File: src/rtl/hwpf_issuer.sv
// hwpf_issuer: consumer end of the hardware-prefetcher address stack.
// Pops a trigger address and requests the NUM_LINES cache lines that follow it,
// with one request in flight at a time and a response timeout.
// Optional feature macro: HWPF_PAGE_CROSS_EN. When defined, requests continue
// into the next page. When undefined (the default), a trigger stops at the
// first line that falls in a different page from the trigger line.
module hwpf_issuer #(
  parameter int ADDR_W         = 40,
  parameter int LINE_BYTES     = 64,
  parameter int NUM_LINES      = 2,
  parameter int PAGE_BYTES     = 4096,
  parameter int TIMEOUT_CYCLES = 32
) (
  input  logic              clk_i,
  input  logic              rst_i,
  input  logic              flush_i,
  input  logic              stack_valid_i,
  input  logic [ADDR_W-1:0] stack_req_i,
  output logic              stack_pop_o,
  output logic              req_valid_o,
  input  logic              req_ready_i,
  output logic [ADDR_W-1:0] req_addr_o,
  input  logic              rsp_valid_i,
  output logic              busy_o,
  output logic              timeout_o
);

  localparam int TimerW = (TIMEOUT_CYCLES > 1) ? $clog2(TIMEOUT_CYCLES) : 1;
  localparam int CntW   = $clog2(NUM_LINES + 1);

  localparam logic [ADDR_W-1:0] LineStep  = ADDR_W'(LINE_BYTES);
  localparam logic [ADDR_W-1:0] LineMask  = ~(ADDR_W'(LINE_BYTES - 1));
  localparam logic [TimerW-1:0] TimerLast = TimerW'(TIMEOUT_CYCLES - 1);
  localparam logic [CntW-1:0]   CntLast   = CntW'(NUM_LINES);
  localparam logic [CntW-1:0]   CntFirst  = CntW'(1);

  typedef enum logic [1:0] {
    StIdle,
    StCheck,
    StIssue,
    StWait
  } state_e;

  state_e            state_q, state_d;
  logic [ADDR_W-1:0] nextAddr_q, nextAddr_d;
  logic [CntW-1:0]   cnt_q, cnt_d;
  logic [TimerW-1:0] timer_q, timer_d;

  logic [ADDR_W-1:0] alignedReq;
  logic              popFire;
  logic              pageCross;
  logic              timerExpired;

  // The trigger is always tracked at cache-line granularity.
  assign alignedReq   = stack_req_i & LineMask;
  assign timerExpired = (timer_q == TimerLast);

  // A pop happens only from IDLE, and never in a flush or reset cycle.
  assign popFire = (state_q == StIdle) & stack_valid_i & ~flush_i & ~rst_i;

`ifdef HWPF_PAGE_CROSS_EN
  // Page boundaries are not a stopping point, so no trigger line is kept.
  assign pageCross = 1'b0;
`else
  logic [ADDR_W-1:0] base_q, base_d;

  // The trigger line is kept only to tell which page the trigger lives in.
  assign pageCross = (nextAddr_q[ADDR_W-1:$clog2(PAGE_BYTES)] !=
                      base_q[ADDR_W-1:$clog2(PAGE_BYTES)]);

  // Capture the aligned trigger line whenever a new trigger is popped.
  always_comb begin
    base_d = base_q;
    if (popFire) begin
      base_d = alignedReq;
    end
  end

  // Trigger line register.
  always_ff @(posedge clk_i or posedge rst_i) begin
    if (rst_i) begin
      base_q <= '0;
    end else begin
      base_d_check: base_q <= base_d;
    end
  end
`endif

  // Next-state logic: walk the lines of one trigger, one request at a time;
  // a flush from any state wins over everything else.
  always_comb begin
    state_d    = state_q;
    nextAddr_d = nextAddr_q;
    cnt_d      = cnt_q;
    timer_d    = timer_q;
    case (state_q)
      StIdle: begin
        if (popFire) begin
          nextAddr_d = alignedReq + LineStep;
          cnt_d      = CntFirst;
          state_d    = StCheck;
        end
      end
      StCheck: begin
        state_d = pageCross ? StIdle : StIssue;
      end
      StIssue: begin
        if (req_ready_i) begin
          timer_d = '0;
          state_d = StWait;
        end
      end
      StWait: begin
        timer_d = timer_q + TimerW'(1);
        if (rsp_valid_i || timerExpired) begin
          if (cnt_q == CntLast) begin
            state_d = StIdle;
          end else begin
            cnt_d      = cnt_q + CntW'(1);
            nextAddr_d = nextAddr_q + LineStep;
            state_d    = StCheck;
          end
        end
      end
      default: begin
        state_d = StIdle;
      end
    endcase
    if (flush_i) begin
      state_d = StIdle;
    end
  end

  // State, line counter, request address and response timer registers.
  always_ff @(posedge clk_i or posedge rst_i) begin
    if (rst_i) begin
      state_q    <= StIdle;
      nextAddr_q <= '0;
      cnt_q      <= '0;
      timer_q    <= '0;
    end else begin
      state_q    <= state_d;
      nextAddr_q <= nextAddr_d;
      cnt_q      <= cnt_d;
      timer_q    <= timer_d;
    end
  end

  // Outputs derive from the registered state; the request address reads as
  // zero whenever no request is being offered.
  assign stack_pop_o = popFire;
  assign req_valid_o = (state_q == StIssue);
  assign req_addr_o  = (state_q == StIssue) ? nextAddr_q : '0;
  assign busy_o      = (state_q != StIdle);

  // A response arriving in the last WAIT cycle still counts as a response.
  assign timeout_o   = (state_q == StWait) & timerExpired & ~rsp_valid_i;

endmodule

File: config.mk
export PLATFORM = sky130hd
export DESIGN_NAME = hwpf_issuer
export DESIGN_NICKNAME = d
export VERILOG_FILES = /design/src/rtl/hwpf_issuer.sv
export SDC_FILE = /design/constraint.sdc
export NUM_CORES = 1
export LEC_CHECK = 0
export ABC_CLOCK_PERIOD_IN_PS = 4800
export CAP_MARGIN = 40
export CORE_MARGIN = 2
export CORE_UTILIZATION = 40
export CTS_CLUSTER_SIZE = 10
export DETAILED_ROUTE_END_ITERATION = 8
export PLACE_DENSITY = 0.61
export SETUP_SLACK_MARGIN = 0.3
export SLEW_MARGIN = 20
export SYNTH_ARGS = -nofsm -noshare
export SYNTH_HDL_FRONTEND = slang
export SYNTH_SLANG_ARGS = --single-unit
File: constraint.sdc
create_clock -name clk_i -period 4.8 [get_ports clk_i]
set_input_delay 0.72 -clock clk_i [delete_from_list [all_inputs] [get_ports clk_i]]
set_output_delay 0.72 -clock clk_i [all_outputs]
set_load 0.1 [all_outputs]
=== Yosys cells after proc, flatten, opt, wreduce, memory -nomap -nowiden ===
Cells that the tools add are included.

* Add/subtract/negate cells: 4
* Equal/unequal tests: 13
* Mux-type cells: 17
* Bitwise gates (word level): 8
* Reduce and logical (&&, ||, !) cells: 8

{| class="wikitable"
|+ Operators by type and width
! cell !! count
|-
| $mux W40 || 4
|-
| $add A40 B7 Y40 const B || 2
|-
| $pmux W40 S2 || 1
|-
| $ne A28 B28 Y1 || 1
|-
| $mux W2 || 7
|-
| $pmux W5 S2 || 1
|-
| $pmux W2 S4 || 1
|-
| $eq A2 B2 Y1 const B || 3
|-
| $ne A2 B2 Y1 const B || 3
|-
| $ne A3 B3 Y1 const B || 2
|-
| $reduce_bool A2 Y1 || 3
|-
| $add A5 B1 Y5 const B || 1
|-
| $and A1 B1 Y1 || 5
|-
| $eq A5 B5 Y1 const B || 1
|-
| $mux W5 || 1
|-
| $pmux W2 S2 || 1
|-
| $reduce_and A4 Y1 || 1
|-
| $ne A3 B2 Y1 const B || 1
|-
| $not A1 Y1 || 3
|-
| $reduce_and A3 Y1 || 1
|-
| $add A2 B1 Y2 const B || 1
|-
| $eq A2 B1 Y1 const B || 1
|-
| $logic_not A2 Y1 || 1
|-
| $ne A2 B1 Y1 const B || 1
|-
| other kinds (3) || 3
|}

* Register bits: 83
* Bits of input ports: 46
* Output and inout port bits: 44
* Word-level logic and storage cells: 55

=== Depth between registers and ports, before layout ===
Gate-level depths: netlist of run 1.

* Word-level depth: 7
* Gate-level depth with buffers: 19
* Depth with buffers taken out: 11

=== Worst setup path before layout of run 1 ===
No wires, ideal clock.

* Path kind: reg-to-output
* Start point: register state_q[0]
* End point: output port timeout_o
* Arrival: 3.679 ns
* Required time: 4.080 ns
* Path slack: 0.401 ns
* Stages on the path, launching flop included: 9
* Path buffers: 6
* Cells stage by stage: dfrtp_1 buf_6 nand2_2 buf_4 buf_2 clkbuf_1 buf_1 buf_1 nor3b_1

* Cells in the longest elaborated chain, start to end: 3

{| class="wikitable"
|+ Ends and longest elaborated chain
! element !! RTL line !! RTL
|-
| from (decl) || 44 || <nowiki>state_e state_q, state_d;</nowiki>
|-
| from (signal assigned) || 137 || <nowiki>state_q <= StIdle;</nowiki>
|-
| from (signal assigned) || 142 || <nowiki>state_q <= state_d;</nowiki>
|-
| $eq A2 B2 Y1 || 157 || <nowiki>assign timeout_o = (state_q == StWait) & timerExpired & ~rsp_valid_i;</nowiki>
|-
| $and A1 B1 Y1 (2 in series) || 157 ||
|-
| to (decl) || 25 || <nowiki>output logic timeout_o</nowiki>
|}

Every way passes these cells.

=== Worst setup path after layout of run 1 ===
* Start point: register state_q[0]
* End point: register nextAddr_q[38]

* Cells in the longest elaborated chain, start to end: 6
* Elaborated cells between the ends (all ways): 11
* Classes of those cells: 4 x eq/ne; 1 x mux; 3 x bitwise; 3 x reduce/logical

{| class="wikitable"
|+ Ends and longest elaborated chain
! element !! RTL line !! RTL
|-
| $logic_not A2 Y1 || 59, 96 ||
|-
| $and A1 B1 Y1 (3 in series) || 59 || <nowiki>assign popFire = (state_q == StIdle) & stack_valid_i & ~flush_i & ~rst_i;</nowiki>
|-
| $ne A2 B2 Y1 (no source line) || n/a ||
|-
| $reduce_and A4 Y1 (no source line) || n/a ||
|-
| to (signal assigned) || 143 || <nowiki>nextAddr_q <= nextAddr_d;</nowiki>
|-
| to (decl) || 45 || <nowiki>logic [ADDR_W-1:0] nextAddr_q, nextAddr_d;</nowiki>
|}

Parallel ways exist; a longest one is shown, timed or not.
A chain may end at the register's enable or synchronous reset.

==> flow_summary.json, run 1 <==
{
  "cts-root-buf": "clkbuf_16",
  "cts-resized-gates": 0,
  "synth_top_area_cell": "dfrtp_1",
  "post_cts_buffers": 0,
  "seqCellArea_mm2": 0.00178,
  "clk_pin_slew_ns": 0.06,
  "synth-seq-cells": 71,
  "ir_drop_uv": 158,
  "die_w_um": 119,
  "p_leak_nw": 2.88,
  "clk_latency_ns": 0.34,
  "rr_endpoint": "nextAddr_q[38]",
  "dpl.hpwl_mm": 11.8,
  "max_stage_delay_ns": 0.69,
  "dieArea_mm2": 0.0142,
  "grt_pass1_vias": 5257,
  "synthCells": 694,
  "fmax_mhz": 269,
  "synth_warnings": 0,
  "path_buf_inv": 1,
  "finalCritPeriodShare_pct": 77.3,
  "routed_via_density": 5.64,
  "ys.flop_type": "dfrtp_1",
  "drt_wl_total_mm": 16.8,
  "cts_buffers": 9,
  "diodes": 0,
  "rrSetupSlack_ns": 1.09,
  "dr_total_vias": 5383,
  "io_pins": 90,
  "place_ws_ns": 0.964,
  "grt_use_total_pct": 24.0,
  "placementRows": 42,
  "synth_top_area_share_pct": 33.4,
  "worst_path_max_delay_cell": "or4_4",
  "tightest_slew_ns": 0.813,
  "grt_max_degree": 44,
  "min_from": "cnt_q[0]",
  "hold_depth": 1,
  "drt_first_pass_iters": 5,
  "hold_viol_final": 0,
  "fin_ws_ns": 1.09,
  "grt_pass1_wl_mm": 27.2,
  "critPathKind": "flip-flop to flip-flop",
  "core-area_mm2": 0.0131,
  "cp_max_fo": 21,
  "crit_cells": 11,
  "cts_tree": "done",
  "multiInputGateArea_mm2": 0.00325,
  "status": "completed",
  "ys_seq_area_share_pct": 33.4,
  "min_path_type": "flip-flop to flip-flop",
  "initialDrtViolationCount": 380,
  "fin_setup_tns_ns": 0,
  "period_minus_slack_ns": 3.71,
  "final_cells": 954,
  "synth_edf_count": 0,
  "required_ns": 5.08,
  "fillers": 1204,
  "drc": 0,
  "p_total_mw": 1.98,
  "worst_slew_margin_rel_pct": 45.7,
  "ys_top_cells_by_area": "dfrtp_1 (33%), nand2_1 (10%), and2_1 (4.7%)",
  "crit_arrival_ns": 3.99,
  "power_density_mw_per_mm2": 288,
  "holdPathEnd": "cnt_q[0]",
  "crit_chain": "buf_4, nand2_2, mux2_2, ha_1, nand2_1, o21ai_2, nand3_4, or4_4, nor3_1, mux2i_1, o211a_1",
  "area_growth_pct": 29.1,
  "start_util_pct": 40.6,
  "setup_viol": 0,
  "rsz0062_at_grt": "false",
  "grt_antenna_before_repair": 0,
  "clock_path_buffers": 2,
  "h-tree-depth": 3,
  "syn_area_per_cell_um2": 7.66,
  "ant_nets": 0,
  "async_flop_share_pct": 100,
  "hold_buffers": 0,
  "r2r-start": "state_q[0]",
  "endpoint_kind": "flip-flop",
  "reg2reg_depth": 11,
  "nets": 823,
  "die_h_um": 119,
  "synth_area_mm2": 0.00532,
  "avgRoutedWirePerCell_um": 17.6,
  "start_kind": "flip-flop",
  "ys_types": 68,
  "routabilityCongestion": 0.890,
  "final_max_slew_viol_count": 0,
  "cts.sinks": 71,
  "drive_above_1_share_pct": 12.0,
  "skew_ns": 0.00695,
  "maxCapViolCount": 0,
  "crit_family": "simple AND/OR/NAND/NOR gates",
  "place_inst": 938,
  "overflow": 0,
  "numPortBuffers": 77
}
## sequential cells by signal (all words and copies together) (netlist names)
| register | cells |
|---|---|
| nextAddr_q | 34 |
| cnt_q | 2 |
| timer_q | 5 |
| base_q | 28 |
| state_q | 2 |
## layout make-up
cell class | count | area share, %
flip-flops and latches | 71 | 25.9
multi-input cells | 562 | 47.3
clock buffers | 9 | 3.28
repair buffers | 118 | 18.3
well taps | 176 | 3.21
inverters | 11 | 0.601
clock inverters | 7 | 1.42
## stage by stage
step / hold WS [ns] / instance area, um2 / util [%]
floorplan: 0.440 / 5340 / -
global placement: 0.454 / 6140 / 46.9
detailed placement: 0.477 / 6540 / 50.0
CTS: 0.486 / 6870 / 52.5
global route: 0.509 / 6870 / 52.5
finish: 0.484 / 6870 / 52.5
## worst max path at each step
| stage | from | end | slack, ns |
|---|---|---|---|
| final | state_q[0] | nextAddr_q[38] | 1.09 |
| after global routing | state_q[0] | nextAddr_q[38] | 0.92 |
| after CTS | state_q[0] | nextAddr_q[38] | 1.09 |
| after detailed placement | stack_req_i[7] | nextAddr_q[38] | 0.96 |
| after global placement | stack_req_i[7] | nextAddr_q[38] | 1.05 |
| after floorplan | state_q[0] | timeout_o | 0.40 |
## cell usage in the layout, fill, tap and decap left out, drive strengths merged, types with 4 or more instances in the layout
cell type      instances
nor3b                  5
clkdlybuf4s50         66
xor2                  18
nor3                  10
nand3                 31
inv                   11
nor2                  54
a31oi                  8
clkbuf                 9
nor4                  10
o221a                  4
mux2                   4
nand4                 21
o21a                   6
ha                     4
or3                    5
o21ai                 49
a2111oi                4
nand2b                 4
a211oi                 9
dfrtp                 71
conb                   6
xnor2                 14
buf                   52
o22ai                  6
a22o                   5
a21oi                 36
and2                  41
mux2i                 19
nand2                149
## synthesized netlist by cell type, types with 9 or more instances
library cell and count:
dfrtp_1 71, inv_1 10, xor2_1 18, a211oi_1 9, nand3_1 30, clkbuf_1 30
xnor2_1 14, o21ai_0 40, and2_1 40, nand4_1 21, nand2_1 148, nor4_1 10
mux2i_1 18, a21oi_1 36, nor2_1 54
## kinds of logic after synthesis
logic type / synth area share, %
DFF: 33.4
AOI/OAI and AO/OA: 18.5
buffers and inverters: 5.93
muxes: 4.50
other: 0.0705
adders and majority gates: 0.941
xor gates and xnor gates: 5.27
and+or+nand+nor: 31.4
## metal layers
| metal | wire (um) | part of all wire, % | GRT usage (%) | vias up |
|---|---|---|---|---|
| met2 | 8000 | 48 | 39.5 | 186 |
| met5 | 0 | 0 | 0 | - |
| met3 | 985 | 5.9 | 4.12 | 37 |
| met1 | 7350 | 44 | 31.8 | 2571 |
| li1 | - | - | - | 2589 |
| met4 | 419 | 2.5 | 8.33 | 0 |
## where the power goes
group	switching [mW]	total (mW)	internal, mW	leakage (nW)
clock network	0.280	0.736	0.456	0.152
logic	0.224	0.397	0.173	1.87
registers	0.142	0.844	0.702	0.852
total	0.646	1.98	1.33	2.88
No activity file was read; power rests on OpenSTA's default activity.
==> inputs of run 2 (changes only) <==
Settings changed: ABC_CLOCK_PERIOD_IN_PS 4800 to 3500.
Clock period 4.8 ns to 3.5 ns, I/O delays scaled along.
==> run 2 against run 1 <==
Against the previous run: maximum frequency up 22%; global-route usage down 0.38 points; sequential power increased by 39%; setup slack lost 0.63 ns; sequential share of layout area increased by 1.4 points; critical endpoint is now nextAddr_q[30]; core utilization fell by 2.6 points; via count decreased by 0.37%; register-to-register slack worse by 0.63 ns; flip-flop and latch count unchanged.
==> flow_summary.json, run 2 (synthesis gave the netlist of run 1 again) <==
{
  "status": "completed",
  "period_minus_slack_ns": 3.04,
  "numPortBuffers": 77,
  "die_w_um": 119,
  "fin_setup_tns_ns": 0,
  "ir_drop_uv": 241,
  "worst_slew_margin_rel_pct": 56.0,
  "reg_top3": "nextAddr_q x34, base_q x28, timer_q x5",
  "die_h_um": 119,
  "drt_wl_total_mm": 16.5,
  "start_util_pct": 40.6,
  "most-common-layout-cells": "nand2_1 (147), dfrtp_1 (71), buf_4 (61)",
  "largest_register_ffs": 34,
  "final_max_slew_viol_count": 0,
  "final_common_cell": "nand2_1",
  "nets": 811,
  "rsz0062_at_grt": "false",
  "overflow": 0,
  "cts_tree": "done",
  "dieArea_mm2": 0.0142,
  "dpl.hpwl_mm": 11.6,
  "required_ns": 3.76,
  "hold_viol_final": 0,
  "p_total_mw": 2.55,
  "avgRoutedWirePerCell_um": 17.6,
  "clock_path_buffers": 2,
  "crit_arrival_ns": 3.31,
  "drt_first_pass_iters": 5,
  "finalCritPeriodShare_pct": 86.9,
  "place_inst": 920,
  "power_frac_clock_pct": 32.7,
  "dr_total_vias": 5363,
  "regMostFlops": "nextAddr_q",
  "swShare_pct": 34.3,
  "h-tree-depth": 3,
  "io_pins": 90,
  "setup_viol": 0,
  "grt_antenna_before_repair": 0,
  "tightest_slew_ns": 0.654,
  "cp_max_fo": 10,
  "maxCapViolCount": 0,
  "final_cells": 940,
  "skew_ns": 0.00768,
  "start_kind": "flip-flop",
  "grt_pass1_wl_mm": 26.5,
  "drive_above_1_share_pct": 14.1,
  "critPathKind": "flip-flop to flip-flop",
  "min_path_type": "flip-flop to flip-flop",
  "cts-root-buf": "clkbuf_16",
  "internal_power_mw": 1.68,
  "grt_use_total_pct": 23.6,
  "grt_max_degree": 72,
  "power_density_mw_per_mm2": 391,
  "switchingPower_uw": 875,
  "core-area_mm2": 0.0131,
  "seq_power_share_pct": 45.7,
  "fmax_mhz": 329,
  "cts.sinks": 71,
  "endpoint_kind": "flip-flop",
  "routabilityCongestion": 0.880,
  "pwr-share-comb_pct": 21.6,
  "place_ws_ns": 0.0898,
  "area_growth_pct": 22.7,
  "routed_via_density": 5.71,
  "clk_pin_slew_ns": 0.06,
  "hold_buffers": 0,
  "drc": 0,
  "grt_pass1_vias": 5005,
  "initialDrtViolationCount": 528,
  "clk_latency_ns": 0.35,
  "fillers": 1258,
  "placementRows": 42,
  "p_leak_nw": 2.81,
  "ant_nets": 0,
  "diodes": 0,
  "cts_buffers": 9,
  "fin_ws_ns": 0.457
}
[run 2: changes by cell type in the layout (fill, tap and decap cells not counted), sizes merged]
cell and change:
clkinv -1, bufinv -2, buf +15, clkinvlp -2, clkdlybuf4s50 -27, clkbuf +3
[run 2: layer usage]
| metal | wire (um) | share of wire (%) | GRT usage [%] |
|---|---|---|---|
| met3 | 1160 | 7.0 | 3.98 |
| met5 | 0 | 0 | 0 |
| met4 | 432 | 2.6 | 9.00 |
| met1 | 7280 | 44 | 32.8 |
| met2 | 7660 | 46 | 36.8 |
[run 2: critical path, stage by stage (launching register included)]
cell and delay, ns:
dfrtp_1 0.40, buf_6 0.17, and2_4 0.22, nand2_1 0.06, nand2_1 0.13, ha_4 0.18
nand4_1 0.16, o21ai_4 0.13, nand3_4 0.15, or4_4 0.60, buf_2 0.20, buf_4 0.15
o21ai_0 0.15, a21oi_1 0.09, a211oi_1 0.18
[run 2: stage by stage]
step,instance area [um2],util [%],hold slack (ns)
after global routing,6520,49.8,0.513
after CTS,6460,49.3,0.484
after global placement,6210,47.5,0.457
final,6520,49.8,0.488
after floorplan,5390,-,0.440
after detailed placement,6210,47.5,0.475
[run 2: layout make-up]
cell class	count	area (um2)	share of cell area, %
multi-input cells	562	3290	50.5
clock buffers	12	236	3.63
clock inverters	2	10.0	0.153
well taps	176	220	3.38
repair buffers	106	945	14.5
flip-flops and latches	71	1780	27.2
inverters	11	41.3	0.633
[run 2: final timing paths]
check,start,end,depth (start not counted),slack [ns]
setup / recovery,state_q[1],nextAddr_q[30],14,0.46
max in group asynchronous,rst_i,base_q[29],3,2.55
hold reg to reg,cnt_q[0],cnt_q[0],1,0.49
hold / removal,cnt_q[0],cnt_q[0],1,0.49
setup reg to reg,state_q[1],nextAddr_q[30],14,0.46
min in group asynchronous,rst_i,nextAddr_q[7],3,0.64
[run 2: power groups by stage]
stage | Combinational [mW] | Sequential [mW] | Clock [mW]
4_1_cts | 0.551 | 1.16 | 0.839
3_3_place_gp | 0.538 | 1.17 | 0
3_5_place_dp | 0.547 | 1.17 | 0
5_1_grt | 0.606 | 1.19 | 0.877
6_report | 0.552 | 1.17 | 0.833
2_1_floorplan | 0.413 | 1.09 | 0
[run 2: what timing repair did]
item                                   in CTS  in global routing
endpoints found under the hold margin       0                  0
setup endpoints to repair                   0                  2
setup buffers                               0                  6
resized for setup                           0                  5
